## config.mk

```make
export PLATFORM = sky130hd
export DESIGN_NAME = cdie_clk_req_ctrl
export DESIGN_NICKNAME = d
export VERILOG_FILES = /design/src/rtl/cdie_clk_req_ctrl.sv
export SDC_FILE = /design/constraint.sdc
export NUM_CORES = 1
export LEC_CHECK = 0
export CAP_MARGIN = 25
export CORE_MARGIN = 10
export CORE_UTILIZATION = 45
export CTS_BUF_LIST = sky130_fd_sc_hd__clkbuf_2 sky130_fd_sc_hd__clkbuf_4 sky130_fd_sc_hd__clkbuf_8
export DETAILED_ROUTE_END_ITERATION = 10
export PLACE_DENSITY_LB_ADDON = 0.12
export RECOVER_POWER = 25
export SYNTH_ARGS = -nofsm -noshare
export SYNTH_HDL_FRONTEND = slang
export SYNTH_SLANG_ARGS = --single-unit
```

## constraint.sdc

```tcl
create_clock -name local_half_bridge_clk -period 1.85 [get_ports local_half_bridge_clk]
set_input_delay 0.37 -clock local_half_bridge_clk [delete_from_list [all_inputs] [get_ports local_half_bridge_clk]]
set_output_delay 0.37 -clock local_half_bridge_clk [all_outputs]
set_load 0.01 [all_outputs]
```

## src/rtl/cdie_clk_req_ctrl.sv

```systemverilog
// cdie_clk_req_ctrl
//   Per-channel clock request/acknowledge handshake controller. Each channel
//   raises clk_req on consumer demand (ch_want). It reports ch_ready once the
//   synchronised ack arrives. It releases the request when demand goes away
//   and waits for the ack to drop before returning to idle. A missing ack edge
//   within TIMEOUT cycles sets a sticky per-channel error flag. The error flag
//   never blocks the channel.
//
//   state | meaning
//   ------+-----------------------------------------------------------
//   IDLE  | no request, clock not granted
//   REQ   | clk_req high, waiting for the synchronised ack to rise
//   ON    | clock granted, clk_req and ch_ready high
//   REL   | clk_req low, waiting for the synchronised ack to fall
//
// Ports
//   local_half_bridge_clk         block clock, rising edge
//   local_half_bridge_rst_b_async async active-low reset
//   ch_want[NUM_CH]               consumer request per channel (synchronous)
//   clk_ack[NUM_CH]               clock source ack per channel (asynchronous)
//   err_clr[NUM_CH]               single-cycle clear of ch_err
//   clk_req[NUM_CH]               registered request to the clock source
//   ch_ready[NUM_CH]              registered clock-granted indication
//   ch_err[NUM_CH]                sticky timeout / ack-loss flag
//   all_ready                     registered AND of ch_ready
//   local_half_bridge_rst_b_sync  reset, async assert / sync deassert

module cdie_clk_req_ctrl #(
    parameter int NUM_CH      = 3,
    parameter int SYNC_STAGES = 2,
    parameter int TIMEOUT     = 200,
    parameter int TIMEOUT_W   = 8
) (
    input  logic              local_half_bridge_clk,
    input  logic              local_half_bridge_rst_b_async,
    input  logic [NUM_CH-1:0] ch_want,
    input  logic [NUM_CH-1:0] clk_ack,
    input  logic [NUM_CH-1:0] err_clr,
    output logic [NUM_CH-1:0] clk_req,
    output logic [NUM_CH-1:0] ch_ready,
    output logic [NUM_CH-1:0] ch_err,
    output logic              all_ready,
    output logic              local_half_bridge_rst_b_sync
);

    typedef enum logic [1:0] {
        ST_IDLE = 2'd0,
        ST_REQ  = 2'd1,
        ST_ON   = 2'd2,
        ST_REL  = 2'd3
    } state_e;

    localparam logic [TIMEOUT_W-1:0] TO_LAST = TIMEOUT_W'(TIMEOUT - 1);
    localparam logic [TIMEOUT_W-1:0] TO_SAT  = TIMEOUT_W'(TIMEOUT);

    // Reset synchroniser: ones shift in after release, output is the last stage.
    logic [SYNC_STAGES-1:0] rst_sync_q;

    always_ff @(posedge local_half_bridge_clk or negedge local_half_bridge_rst_b_async) begin
        if (!local_half_bridge_rst_b_async) begin
            rst_sync_q <= '0;
        end else begin
            rst_sync_q <= {rst_sync_q[SYNC_STAGES-2:0], 1'b1};
        end
    end

    assign local_half_bridge_rst_b_sync = rst_sync_q[SYNC_STAGES-1];

    // Ack synchronisers, one chain per channel bit.
    logic [NUM_CH-1:0] ack_sync_q [SYNC_STAGES];
    logic [NUM_CH-1:0] ack_s;

    always_ff @(posedge local_half_bridge_clk or negedge local_half_bridge_rst_b_async) begin
        if (!local_half_bridge_rst_b_async) begin
            for (int i = 0; i < SYNC_STAGES; i++) begin
                ack_sync_q[i] <= '0;
            end
        end else begin
            ack_sync_q[0] <= clk_ack;
            for (int i = 1; i < SYNC_STAGES; i++) begin
                ack_sync_q[i] <= ack_sync_q[i-1];
            end
        end
    end

    assign ack_s = ack_sync_q[SYNC_STAGES-1];

    for (genvar g = 0; g < NUM_CH; g++) begin : g_ch
        state_e                state_q;
        state_e                state_d;
        logic [TIMEOUT_W-1:0]  cnt_q;
        logic [TIMEOUT_W-1:0]  cnt_d;
        logic                  req_q;
        logic                  rdy_q;
        logic                  err_q;
        logic                  err_set;
        logic                  timeout;

        assign timeout = (cnt_q == TO_LAST);

        always_comb begin
            state_d = state_q;
            err_set = 1'b0;
            case (state_q)
                ST_IDLE: begin
                    if (ch_want[g]) begin
                        state_d = ST_REQ;
                    end
                end
                ST_REQ: begin
                    // A late ack still wins over withdrawal or timeout.
                    if (ack_s[g]) begin
                        state_d = ST_ON;
                    end else if (!ch_want[g] || timeout) begin
                        state_d = ST_REL;
                        err_set = timeout;
                    end
                end
                ST_ON: begin
                    // Ack lost while the clock is in use is an error.
                    if (!ack_s[g]) begin
                        state_d = ST_REL;
                        err_set = 1'b1;
                    end else if (!ch_want[g]) begin
                        state_d = ST_REL;
                    end
                end
                ST_REL: begin
                    if (!ack_s[g]) begin
                        state_d = ST_IDLE;
                    end else if (timeout) begin
                        err_set = 1'b1;
                    end
                end
                default: begin
                    state_d = ST_IDLE;
                end
            endcase
        end

        // Counter restarts on any state change and saturates so the
        // timeout compare can fire only once per REQ/REL visit.
        always_comb begin
            cnt_d = cnt_q;
            if (state_d != state_q) begin
                cnt_d = '0;
            end else if ((state_q == ST_REQ || state_q == ST_REL) && cnt_q != TO_SAT) begin
                cnt_d = cnt_q + TIMEOUT_W'(1);
            end
        end

        always_ff @(posedge local_half_bridge_clk or negedge local_half_bridge_rst_b_async) begin
            if (!local_half_bridge_rst_b_async) begin
                state_q <= ST_IDLE;
                cnt_q   <= '0;
                req_q   <= 1'b0;
                rdy_q   <= 1'b0;
                err_q   <= 1'b0;
            end else begin
                state_q <= state_d;
                cnt_q   <= cnt_d;
                req_q   <= (state_d == ST_REQ) || (state_d == ST_ON);
                rdy_q   <= (state_d == ST_ON);
                err_q   <= err_set | (err_q & ~err_clr[g]);
            end
        end

        assign clk_req[g]  = req_q;
        assign ch_ready[g] = rdy_q;
        assign ch_err[g]   = err_q;
    end

    logic all_ready_q;

    always_ff @(posedge local_half_bridge_clk or negedge local_half_bridge_rst_b_async) begin
        if (!local_half_bridge_rst_b_async) begin
            all_ready_q <= 1'b0;
        end else begin
            all_ready_q <= &ch_ready;
        end
    end

    assign all_ready = all_ready_q;

endmodule

```

## Word-level counts from Yosys, hierarchy flattened

Cells that the tools add are included.

| cells by class | value |
|---|---|
| add/sub/neg operators | 3 |
| equal/unequal tests | 24 |
| muxes and demuxes | 45 |
| bitwise logic cells | 9 |
| reductions and logical operators | 22 |

Operator list:

| cell | count |
|---|---|
| $mux 8 | 6 |
| $mux 2 | 18 |
| $add 8x1->8 const B | 3 |
| $eq 8x8->1 const B | 3 |
| $ne 8x8->1 const B | 3 |
| $pmux 2 s4 | 3 |
| $eq 2x2->1 const B | 9 |
| $mux 1 | 15 |
| $eq 2x1->1 const B | 6 |
| $logic_or 1x1->1 | 9 |
| $pmux 1 s3 | 3 |
| $logic_not 2->1 | 3 |
| $ne 2x2->1 | 3 |
| $reduce_bool 2->1 | 3 |
| $and 1x1->1 | 3 |
| $logic_and 1x1->1 | 3 |
| $logic_not 1->1 | 3 |
| $not 1->1 | 3 |
| $or 1x1->1 | 3 |
| $reduce_and 3->1 | 1 |

| word-level totals | value |
|---|---|
| bits in registers | 48 |
| input bits | 11 |
| output and inout port bits | 11 |
| word-level logic and storage cells | 122 |

## Depth between registers and ports, before layout

| depth | value |
|---|---|
| word-level depth | 7 |
| mapped depth | 7 |
| depth with buffers taken out | 6 |

## Least setup slack after synthesis

No wires, ideal clock.

| path | value |
|---|---|
| path type | reg2reg |
| start | reg g_ch[1].cnt_q[0] |
| end | reg g_ch[1].req_q |
| setup time | 0.063 ns |
| data arrival time | 1.612 ns |
| data required time | 1.787 ns |
| slack | 0.175 ns |
| stages on the path, launching flop included | 7 |
| path buffers | 0 |
| period minus slack after synthesis | 1.675 ns |
| cell sequence | dfrtp_1 -> ha_1 -> nand2_1 -> o311a_1 -> a211oi_1 -> ha_1 -> inv_1 |

| on the way | value |
|---|---|
| cells in the longest elaborated chain, start to end | 7 |
| elaborated cells on any way between the ends | 8 |
| those cells by class | 3 x eq/ne; 3 x mux; 2 x reduce/logical |

RTL lines:

| what | line | RTL |
|---|---|---|
| start: declaration | 91 | `logic [TIMEOUT_W-1:0] cnt_q;` |
| start signal: assignment | 161 | `cnt_q <= cnt_d;` |
| $eq 8x8->1 * | 99 | `assign timeout = (cnt_q == TO_LAST);` |
| $logic_or 1x1->1 * | 114 | `end else if (!ch_want[g] \|\| timeout) begin` |
| $mux 2 * | 114 |  |
| $mux 2 * | 112 | `if (ack_s[g]) begin` |
| $pmux 2 s4 * | 104 | `case (state_q)` |
| named net g_ch[1].state_d[1] | 90 | `state_e state_d;` |
| $eq 2x1->1 / $eq 2x2->1 (equally long branches) | 162 | `req_q <= (state_d == ST_REQ) \|\| (state_d == ST_ON);` |
| $logic_or 1x1->1 * | 162 |  |
| end signal: assignment | 162 |  |
| end: declaration | 93 | `logic req_q;` |

Mark *: on every way through the listed nets, which the timed path passes. The rest lies on a longest branch.
A chain may end at the register's enable or synchronous reset.

## Final worst setup path

| path | value |
|---|---|
| start | reg g_ch[2].cnt_q[0] |
| end | reg g_ch[2].cnt_q[7] |

| on the way | value |
|---|---|
| cells in the longest elaborated chain, start to end | 7 |
| elaborated cells on any way between the ends | 12 |
| those cells by class | 1 x add/sub; 3 x eq/ne; 5 x mux; 3 x reduce/logical |

RTL lines:

| what | line | RTL |
|---|---|---|
| start: declaration | 91 |  |
| start signal: assignment | 161 |  |
| $eq 8x8->1 | 99 |  |
| $logic_or 1x1->1 | 114 |  |
| $mux 2 | 114 |  |
| $mux 2 | 112 |  |
| $pmux 2 s4 | 104 |  |
| $ne 2x2->1 | 145 | `if (state_d != state_q) begin` |
| $mux 8 / $reduce_bool 2->1 (equally long branches) | n/a |  |

Several ways; a longest one is shown, not always the timed one. The select of a mux whose other input is x is not followed.

==> summary.md <==
| Metric | Value |
|---|---|
| Max-slew violations | `0` |
| Post-Syn Nets | `about 280` |
| Io pins | `22` |
| Pre-Repair DR Iteration Count | `4` |
| Final setup fails | `0` |
| Post-Synthesis Cells | `259` |
| DP HPWL | `3.925 mm` |
| Resized Gates After CTS | `0` |
| Hold Path Class | `in2async` |
| R2R cell count | `4` |
| Final hold vios | `0` |
| Clock Skews | `around 0.0080 ns` |
| Crit. End Element | `flop` |
| Share of flip-flops with an asynchronous set or reset | `100.0%` |
| FMAX | `0.5828 GHz` |
| Vias/cell | `around 5.8` |
| CTS Buf Count | `5` |
| Setup crit start kind | `flop` |
| Cell Area, Synth | `2634 um^2` |
| GRT Util Overall | `12.07%` |
| Die area | `approximately 9300 um^2` |
| Final TNS setup | `0 ns` |
| Relative slew slack | `26.71%` |
| Register area share after synthesis | `between 40% and 50%` |
| Setup bufs post-CTS | `0` |
| Layout cells sized above 1 | `12.41%` |
| Largest net degree at the start of global routing | `31` |
| Crit Path Max Fanout | `8` |
| Most common cell after layout, fill and taps aside | `dfrtp_1` |
| Maxcap violations | `0` |
| Vias in the first global route | `1897` |
| Crit path required time | `2.06 ns` |
| Leak pwr | `1.236 nW` |
| Worst-margin pin slew | `1.099 ns` |
| Worst hold slack | `0.2460 ns` |
| Cts-stage hold buffer count | `0` |
| Initial core utilization | `46.97%` |
| Worst slack, placed | `-0.05882 ns` |
| First-pass GRT wire length | `9.128 mm` |
| CORE AREA | `between 5000 and 6000 um^2` |
| # diodes | `0` |
| CTS tree | `done` |
| Final period utilization | `92.75%` |
| CP Data Arrival Time | `roughly 1.9 ns` |
| Detailed-route wire length per cell | `between 15 and 20 um` |
| Status | `completed` |
| Most frequent cells in the layout | `dfrtp_1, nand2_1, clkdlybuf4s50_1, buf_4, nand4_1` |
| Top_reg_cell synth | `dfrtp_1` |
| Unrepaired setup endpoints after global routing | `false` |
| Global placement routability congestion | `roughly 0.75` |
| Max clock buf depth | `2` |
| Clock sink count | `48` |
| Avg Inst Size Synth | `around 10 um^2` |
| Yosys warns | `0` |
| Clock latency on the worst-skew pair | `~0.30 ns` |
| Vias | `2066` |
| Number of port buffers | `21` |
| Drt total wl | `around 5.5 mm` |
| Distinct cell type count after synthesis | `slightly below 50` |
| Period minus WS final | `approximately 1.7 ns` |
| Die X | `96.51 um` |
| Slack of the critical path | `0.1341 ns` |
| Vert. Die Dim | `~97 um` |
| P per Cell Area | `between 1000 and 1500 nW/um^2` |
| Clk slew on worst S/H paths | `~0.10 ns` |
| Post-DRT Antenna Nets | `0` |
| Crit path kind | `reg2reg` |
| # rows | `27` |
| CTS Root Cell | `clkbuf_8` |
| Remaining routing DRC violations | `0` |
| Max IR drop VDD | `0.5751 mV` |
| Initial antenna violation count | `0` |
| Layout area overhead | `16.06%` |
| EDFF count, synth | `0` |
| Initial drt markers | `106` |
| Flops & latches, synth | `48` |
| Layout Nets | `301` |
| H-tree levels | `2` |
| Gr ovfl total | `0` |
[synth_stat cells (all sizes together) (2+ instances only)]
cell     number  area (um^2)
a211oi        2        15.01
a21oi         6        30.03
a221o         2        20.02
a22oi        14        105.1
a2bb2oi       2        17.52
a311o         2        20.02
a31o          3        26.28
a31oi         4        25.02
a32oi         3        26.28
and3          2        12.51
and4bb        2        25.02
buf          16        103.8
clkbuf        8        30.03
dfrtp        48         1201
ha            9        112.6
inv          13        48.80
mux2          2        22.52
mux2i         2        20.02
nand2        22        82.58
nand2b        6        37.54
nand3b        3        22.52
nand4        15        93.84
nand4b        4        35.03
nand4bb       3        33.78
nor2          7        26.28
nor2b         5        31.28
nor3          2        10.01
nor3b         2        15.01
o2111ai       2        17.52
o21ai        11        55.05
o22a          2        17.52
o22ai         2        12.51
o311a         3        30.03
o311ai        6        70.07
or3           9        56.30
xor2          6        52.55
[power breakdown]
group          internal [mW]  switching, mW  leakage, nW
logic                  0.663          0.685        0.561
clock network          0.408          0.373       0.0548
registers               1.27          0.248        0.621
total                   2.34           1.31         1.24
[state kept, by name, indices dropped and copies added (netlist names), 2 cells and up]
signal        count
g_ch.err_q        3
g_ch.rdy_q        3
rst_sync_q        2
g_ch.req_q        3
ack_sync_q        3
g_ch.state_q      6
g_ch.cnt_q       24
ack_s             3
[layout make-up]
type,count,area (um^2)
inverters,13,48.80
well taps,72,90.09
flip-flops and latches,48,1201
clock inverters,3,46.29
repair buffers,39,351.6
fillers,523,2551
clock buffers,5,68.82
multi-input cells,174,1250
[path summary, 6_finish.rpt]
kind                                slack, ns                 end                          start
worst min register to register           0.35            ack_s[2]                  ack_sync_q[5]
max in group asynchronous                0.89  g_ch[1].state_q[0]  local_half_bridge_rst_b_async
min in group local_half_bridge_clk       0.35            ack_s[2]                  ack_sync_q[5]
worst min-delay path                     0.25    g_ch[2].cnt_q[1]  local_half_bridge_rst_b_async
worst max-delay path                     0.13    g_ch[2].cnt_q[7]               g_ch[2].cnt_q[0]
worst max register to register           0.13    g_ch[2].cnt_q[7]               g_ch[2].cnt_q[0]
[cell families (layout without fill, tap and decap cells)]
family,Yosys count,after routing,share of synthesized area [%]
and+or+nand+nor,86,86,19.43
muxes,4,4,1.615
AOI/OAI and AO/OA,68,68,20.00
other,1,1,0.1424
adders and majority gates,9,9,4.276
xor gates and xnor gates,6,6,1.995
buffers and inverters,37,60,6.936
DFF,48,48,45.61
[metal layers]
layer | vias up | part of all wire [%] | global-route usage [%]
met4 | 0 | 0.97 | 2.421
met5 | - | 0 | 0
met2 | 55 | 44 | 17.87
met1 | 989 | 48 | 17.08
li1 | 1016 | - | -
met3 | 6 | 6.9 | 3.547
[metrics by stage]
stage | instances | util [%] | power [mW] | instance area (um^2)
after floorplan | 259 | - | 2.460 | 2634
after global placement | 346 | 52.48 | 2.858 | 2943
after detailed placement | 346 | 52.48 | 2.893 | 2943
after CTS | 354 | 54.53 | 3.683 | 3058
after global routing | 354 | 54.51 | 3.911 | 3057
final | 354 | 54.51 | 3.645 | 3057
[critical path, stage by stage (launching register included)]
cell and delay [ns]:
dfrtp_1 0.39, ha_1 0.21, and3b_1 0.22, a2111o_1 0.55
a22oi_1 0.25
(Power assumes the default switching activity.)
==> patch, RTL diff (same settings) <==
Put one more register stage on the output `ch_err`, with the module's reset. The value now appears one clock later. The other outputs are not delayed to match. Comments in the files are not updated.
--- a/src/rtl/cdie_clk_req_ctrl.sv
+++ b/src/rtl/cdie_clk_req_ctrl.sv
@@ -54,2 +54,4 @@
     localparam logic [TIMEOUT_W-1:0] TO_SAT  = TIMEOUT_W'(TIMEOUT);
+
+    logic [NUM_CH-1:0] ch_err_d;
 
@@ -169,3 +171,3 @@
         assign ch_ready[g] = rdy_q;
-        assign ch_err[g]   = err_q;
+        assign ch_err_d[g]   = err_q;
     end
@@ -184,2 +186,10 @@
 
+    always_ff @(posedge local_half_bridge_clk or negedge local_half_bridge_rst_b_async) begin
+        if (!local_half_bridge_rst_b_async) begin
+            ch_err <= '0;
+        end else begin
+            ch_err <= ch_err_d;
+        end
+    end
+
 endmodule
Behaviour: not the same (a bounded check fails within 10 cycles, from zero or initial values and one cycle with local_half_bridge_rst_b_async low).
==> patch against the unedited design <==
  * Area after synthesis is 1.3% higher
  * Sequential power increased by 5%
  * Cell count did not move
  * Utilization is 0.23 points higher
  * Clock power is 13% lower
  * Sequential cell count is 3 higher
  * Clock skew up 0.0012 ns
  * Power is 0.71% lower
  * Cell area grew 1.0%
  * Worst setup slack got worse by 0.045 ns
  * Routed wire length fell by 3.4%
  * Count of clock-buffer cells in the layout did not move
==> patch: results <==
{
  "status": "complete, no violations",
  "async_flop_share_pct": 100.0,
  "synth.area.mux_share_pct": 1.594,
  "cp.arrival_ns": 2.02,
  "slowest_stage": "dfrtp_1",
  "cts_buffer_depth": 2,
  "grt_max_degree": 52,
  "r2r_cells": 5,
  "critPathMaxStageDelay_ns": 0.44,
  "r2r_slack_ns": 0.09,
  "synth_common_cells": "dfrtp_1, nand2_1, a22oi_1, inv_1, nand4_1",
  "slew_headroom_pct": 19.22,
  "synthDistinctLibCells": 51,
  "dp_hpwl_um": 3693,
  "clk_latency_ns": 0.31,
  "p_leak_nw": 1.239,
  "reg2reg_to": "g_ch[0].req_q",
  "diodes": 0,
  "layout_min_cycle_time_ns": 1.761,
  "netlist_instances": 256,
  "grt_pass1_vias": 1833,
  "synth_area_leaders": "dfrtp_1, ha_1, a22oi_1",
  "cp-endpoint": "g_ch[0].req_q",
  "grt_pass1_wl_um": 8914,
  "totalWireLength_um": 5282,
  "holdCritStartpoint": "ack_sync_q[4]",
  "dr.first_iter.drc_count": 87,
  "clockRootBuffer": "clkbuf_8",
  "placed_area_um2": 2998,
  "synthesis.nets": 276,
  "dp_slack_ns": 0.06877,
  "synth_ff_type": "dfrtp_1",
  "synth-compound-area-share_pct": 19.69,
  "min_to": "ack_s[1]",
  "hp-class": "reg -> reg",
  "crit_fanout": 6,
  "hold_ws_ns": 0.3564,
  "finalWeightedCongestion": 0.8044,
  "synth_xor_area_share_pct": 2.297,
  "grt_usage_pct": 10.93,
  "ctsHtreeMaxLevel": 2,
  "yosys_warnings": 0,
  "ir_worst_vdd_mv": 0.5278,
  "dr.pass1.iters": 4,
  "drive_above_1_share_pct": 12.06,
  "placed_cells": 346,
  "reg.largest.list": "g_ch.cnt_q x24, g_ch.state_q x6",
  "synth_fa_ha_area_share_pct": 4.219,
  "yosysSeqAreaShare_pct": 47.82,
  "cts.clk_slew.worst_paths_ns": 0.10,
  "fin_nets": 301,
  "crit_start": "g_ch[0].cnt_q[5]",
  "final.setup_skew_ns": 0.009284,
  "vias_per_cell": 5.726,
  "num_vias": 2027,
  "numCtsBuffers": 5,
  "nFillCells": 517
}
-- patch: cell count changes after synthesis, moves of 2 or more --
cell	change
o311ai_1	+4
o21ai_1	+2
nor4bb_1	+2
nand4_1	-2
dfrtp_1	+3
o311ai_0	-4
nor2_1	-3
buf_4	-3
nand3_1	+3
-- patch: logic make-up after synthesis --
group                    after synthesis
adder cells (fa/ha/maj)                9
AND/OR/NAND/NOR                       82
flip-flops                            51
buffers and inverters                 33
multiplexers                           4
XOR/XNOR                               7
AO/OA/AOI/OAI                         69
other                                  1
-- patch: where the power goes --
part           total, mW  switching (mW)  internal [mW]  leakage [nW]
clock              0.681           0.403          0.278        0.0463
combinational       1.34           0.671          0.668         0.534
sequential          1.60           0.235           1.36         0.659
-- patch: through the flow --
step / util [%] / TNS (ns)
after global placement: 53.14 / 0
final: 54.74 / 0
after floorplan: - / 0
after CTS: 54.85 / 0
after global routing: 54.74 / -0.004017
after detailed placement: 53.14 / 0
-- patch: routing by layer --
| metal | GRT usage [%] | part of all wire (%) | vias to the layer above |
|---|---|---|---|
| met4 | 4.059 | 1.5 | 0 |
| met2 | 15.54 | 43 | 36 |
| li1 | - | - | 1010 |
| met1 | 15.25 | 51 | 974 |
| met5 | 0 | 0 | - |
| met3 | 3.052 | 4.2 | 7 |
-- patch: final cells by class --
type	instances	share of cell area (%)
sequential	51	41.33
multi-input combinational	172	40.36
timing repair buffer	38	10.70
tap	72	2.917
clock buffer	5	2.229
inverter	13	1.580
clock inverter	3	0.8914
-- patch: what timing repair did --
item,CTS,global route
endpoints found under the setup margin,0,1
gates resized for setup,0,1
setup buffers,0,0
-- patch: critical path, delay by kind of cell, from the launching register on --
family	cells	cell delay (ns)
buf+inv	1	0.05
flops	1	0.44
simple gates	1	0.39
fa+ha+maj	1	0.26
compound gates	2	0.57
